[config.mk]
export PLATFORM = sky130hd
export DESIGN_NAME = dot_matrix_scheduler
export DESIGN_NICKNAME = d
export VERILOG_FILES = /design/src/rtl/dot_matrix_scheduler.sv
export SDC_FILE = /design/constraint.sdc
export NUM_CORES = 1
export LEC_CHECK = 0
export ABC_AREA = 1
export CAP_MARGIN = 25
export CELL_PAD_IN_SITES_DETAIL_PLACEMENT = 1
export CELL_PAD_IN_SITES_GLOBAL_PLACEMENT = 2
export CORE_ASPECT_RATIO = 2
export CORE_MARGIN = 5
export CORE_UTILIZATION = 35
export CTS_CLUSTER_DIAMETER = 40
export CTS_CLUSTER_SIZE = 8
export DETAILED_ROUTE_END_ITERATION = 16
export GPL_ROUTABILITY_DRIVEN = 0
export GPL_TIMING_DRIVEN = 0
export MAX_ROUTING_LAYER = met4
export PLACE_DENSITY_LB_ADDON = 0.1
export SKIP_CTS_REPAIR_TIMING = 1
export SYNTH_ARGS = -nofsm -noshare
export SYNTH_HDL_FRONTEND = slang
export SYNTH_SLANG_ARGS = --single-unit
[constraint.sdc]
create_clock -name clk -period 3.7 [get_ports clk]
set_clock_uncertainty 0.15 [all_clocks]
set_input_delay 0.74 -clock clk [delete_from_list [all_inputs] [get_ports clk]]
set_output_delay 0.74 -clock clk [all_outputs]
set_load 0.03 [all_outputs]
[src/rtl/dot_matrix_scheduler.sv]
// Double-buffered 8x8 LED dot-matrix row scanner.
// Back-buffer swaps happen only at frame boundaries so a frame is never torn.
module dot_matrix_scheduler #(
  parameter int unsigned SCAN_DIV  = 5000,
  parameter int unsigned BLANK_CYC = 1
) (
  input  logic       clk,
  input  logic       reset,
  input  logic       load_valid,
  output logic       load_ready,
  input  logic [2:0] load_row,
  input  logic [7:0] load_data,
  input  logic       swap_req,
  output logic       swap_ack,
  output logic [7:0] dot_row,
  output logic [7:0] dot_col,
  output logic       frame_done
);

  localparam logic [15:0] CntMax   = 16'(SCAN_DIV - 1);
  localparam logic [15:0] BlankCyc = 16'(BLANK_CYC);

  typedef enum logic {StIdle, StScan} state_e;

  state_e      state_q, state_d;
  logic [15:0] cnt_q, cnt_d;
  logic [2:0]  row_q, row_d;
  logic        sel_q, sel_d;
  logic        pend_q, pend_d;
  logic [7:0]  buf_q [2][8];
  logic [7:0]  dot_row_q, dot_row_d;
  logic [7:0]  dot_col_q, dot_col_d;
  logic        load_we;

  assign load_ready = ~pend_q;
  assign load_we    = load_valid & load_ready;
  assign dot_row    = dot_row_q;
  assign dot_col    = dot_col_q;

  always_comb begin
    state_d    = state_q;
    cnt_d      = cnt_q;
    row_d      = row_q;
    sel_d      = sel_q;
    frame_done = 1'b0;
    swap_ack   = 1'b0;
    dot_row_d  = 8'hFF;
    dot_col_d  = 8'h00;
    unique case (state_q)
      StIdle: begin
        cnt_d    = 16'd0;
        row_d    = 3'd0;
        swap_ack = pend_q;
        if (pend_q) begin
          state_d = StScan;
          sel_d   = ~sel_q;
        end
      end
      StScan: begin
        if (cnt_q == CntMax) begin
          cnt_d = 16'd0;
          row_d = row_q + 3'd1;
          if (row_q == 3'd7) begin
            frame_done = 1'b1;
            swap_ack   = pend_q;
            if (pend_q) sel_d = ~sel_q;
          end
        end else begin
          cnt_d = cnt_q + 16'd1;
        end
        // Leading cycles of each dwell stay dark to suppress ghosting.
        if (cnt_q >= BlankCyc) begin
          dot_row_d = ~(8'h80 >> row_q);
          dot_col_d = buf_q[sel_q][row_q];
        end
      end
      default: state_d = StIdle;
    endcase
    // A request seen while one is already pending is absorbed.
    pend_d = pend_q ? ~swap_ack : swap_req;
  end

  always_ff @(posedge clk or negedge reset) begin
    if (!reset) begin
      state_q   <= StIdle;
      cnt_q     <= 16'd0;
      row_q     <= 3'd0;
      sel_q     <= 1'b0;
      pend_q    <= 1'b0;
      dot_row_q <= 8'hFF;
      dot_col_q <= 8'h00;
    end else begin
      state_q   <= state_d;
      cnt_q     <= cnt_d;
      row_q     <= row_d;
      sel_q     <= sel_d;
      pend_q    <= pend_d;
      dot_row_q <= dot_row_d;
      dot_col_q <= dot_col_d;
    end
  end

  always_ff @(posedge clk or negedge reset) begin
    if (!reset) begin
      for (int b = 0; b < 2; b++) begin
        for (int r = 0; r < 8; r++) begin
          buf_q[b][r] <= 8'h00;
        end
      end
    end else if (load_we) begin
      buf_q[~sel_q][load_row] <= load_data;
    end
  end

endmodule

==> reports/qor.yml, run 1 <==
grt_usage_pct: 24.1
placed_cells: 1250
fp.dieH_um: 222
switching_power_mw: 1.38
clockRootBuffer: "clkbuf_16"
drc: 0
clk_latency_ps: 450
p_sw_share_pct: 29.6
initial_core_util_pct: 35.4
post-route-util_pct: 41.2
via_count: 6618
grt_pass1_wl_mm: 43.7
drv_cap: 0
fillers: 2684
area.growth.synth_to_final_pct: 16.4
cp_max_fo: 5
overflow: 0
cts_tree: "built"
p_clk_share_pct: 40.1
worstPathRequired_ps: 2810
instances_no_fill: 1281
syn_area_um2: 7850
die_x_um: 116
fin_crit_sh_pct: 89.2
worst_hold_slack_ps: 85.1
syn_area_per_cell_um2: 8.33
wirelength_mm: 28.3
crit_arrival_ps: 2410
netlist-cell-type-count: 32
wl_per_cell_um: 22.1
cts-buffers-inserted: 17
vias_per_cell: 5.17
portBuffers: 31
core_um2: 22200
yosysMostFrequentCell: "nand2_1"
syn_inst: 942
power.share.combinational_pct: 16.3
seqPwrFrac_pct: 43.6
synth_area_leader_cell: "dfrtp_1"
drt_iter0_drc: 271
end_kind: "output port"
max_freq_mhz: 303
ys_seq_area_share_pct: 53.1
drive_gt1_share_pct: 9.95
ios: 34
clkTransAtPathRegs_ps: 60
drv_slew: 0
dp_hpwl_mm: 21.4
cts-htree-levels: 4
synth_area_leaders: "dfrtp_1, nand2_1, nand3_1, o21ai_0, nor2_1"
cts_sinks: 166
ys_ff_latch: 166
synth_common_cells: "nand2_1, dfrtp_1, nand3_1, o21ai_0, nor2_1"
worst_pin_slew_ps: 928
die-area_um2: 25700
grt_setup_unrepaired: "no"
synth_top_flop_cell: "dfrtp_1"
dp_slack_ps: 501
antenna_found_initial: 0
synth_top_area_share_pct: 50.4
clk_path_buf_depth: 2
powerDensity_nw_per_um2: 510
postRouteAntennaNets: 0
start_kind: "register"
status: "completed"
hold_viol: 0
irDropWorstVdd_v: 0.000385
multi_input_comb_area_um2: 3200
layout_setup_ws_ps: 399
grt_max_degree: 90
yosys_warnings: 0
slew_headroom_pct: 38.1
setup_viol: 0
first_global_vias: 7237
post-route-min-period_ps: 3300
hold_path.class: "input pin to asynchronous set/reset pin"
worstSetupPathType: "register to output port"
synth-edff-count: 0
synth.net_count: 966
postSynth.asyncResetShare_pct: 100
rows: 77
ff_latch_area_um2: 4160
nNetsFinal: 1017
antenna_cells: 0
first_pass_iters: 4
p_leak_nw: 4.22
p_int_mw: 3.28
## kinds of logic after synthesis
kind of cell / count (synthesis) / share of synthesized area, %
buffers and inverters: 93 / 6.12
flip-flops: 166 / 53.1
adder cells (fa/ha/maj): 9 / 1.44
AND/OR/NAND/NOR: 509 / 28.0
AO/OA/AOI/OAI: 160 / 10.8
XOR/XNOR: 5 / 0.558
## cell type report
type	instances	share of cell area, %
plain buffers	55	3.70
well taps	276	3.78
flip-flops and latches	166	45.6
clock buffers	22	5.19
clock inverters	9	1.37
repair buffers	32	3.78
inverters	38	1.56
multi-input cells	683	35.0
## metrics by stage
step	TNS, ps	power, mW	instance area [µm²]
2_1_floorplan	0	2.50	7850
3_3_place_gp	-908020	2.83	8500
3_5_place_dp	0	2.84	8530
4_1_cts	-1.95	4.73	9130
5_1_grt	0	4.88	9140
6_report	0	4.66	9140
## layout by cell type (no fill, tap or decap), types with 12 or more instances in the layout
cell,instances
nand3_1,96
dfrtp_1,158
buf_6,12
inv_1,31
clkbuf_16,17
buf_2,15
clkbuf_1,23
nor2_1,82
o21ai_0,96
clkdlybuf4s50_1,29
nand2_1,296
a21oi_1,42
## sequential cells by signal (all words and copies together), names as in the netlist
signal   count
dot_row      8
buf_q      128
dot_col      8
row_q        3
cnt_q       16
state_q      1
pend_q       1
sel_q        1
## worst paths after layout
path,from,endpoint,slack (ps),cells past startpoint
setup / recovery,cnt_q[0],swap_ack,400,6
hold / removal,reset,cnt_q[9],90,1
setup reg to reg,row_q[0],dot_col[2],1430,8
hold reg to reg,buf_q[59],buf_q[59],330,2
max in group asynchronous,reset,buf_q[71],2450,2
min in group clk,buf_q[59],buf_q[59],330,2
## worst max-delay path, stage by stage (launching register included)
cell and delay (ps):
dfrtp_1 420, ha_1 230, nand3_1 110, nor2_1 250
nand4_1 160, nand2_1 120, clkdlybuf4s50_1 680
## power groups by stage
stage	sequential [mW]	combinational [mW]	clock (mW)
final	2.03	0.761	1.87
after global routing	2.05	0.852	1.98
after CTS	2.03	0.779	1.92
after detailed placement	2.07	0.775	0
after global placement	2.07	0.762	0
after floorplan	2.09	0.408	0
## metal layers
layer  routed length, µm  vias up  global-route usage (%)
met5                   0        -                       -
met4                1560        0                    12.0
met3                 700       65                    4.53
met2               15700      108                    43.0
met1               10400     3278                    24.6
li1                    -     3167                       -
Power figures use the tool's default switching activity.
==> run 2: changes to the inputs <==
--- a/config.mk
+++ b/config.mk
@@ -15,7 +15,6 @@
 export CTS_CLUSTER_DIAMETER = 40
 export CTS_CLUSTER_SIZE = 8
 export DETAILED_ROUTE_END_ITERATION = 16
-export GPL_ROUTABILITY_DRIVEN = 0
 export GPL_TIMING_DRIVEN = 0
 export MAX_ROUTING_LAYER = met4
 export PLACE_DENSITY_LB_ADDON = 0.1
==> results of run 2 <==
Same layout as run 1: the final DEF is identical, and so are final timing and power.
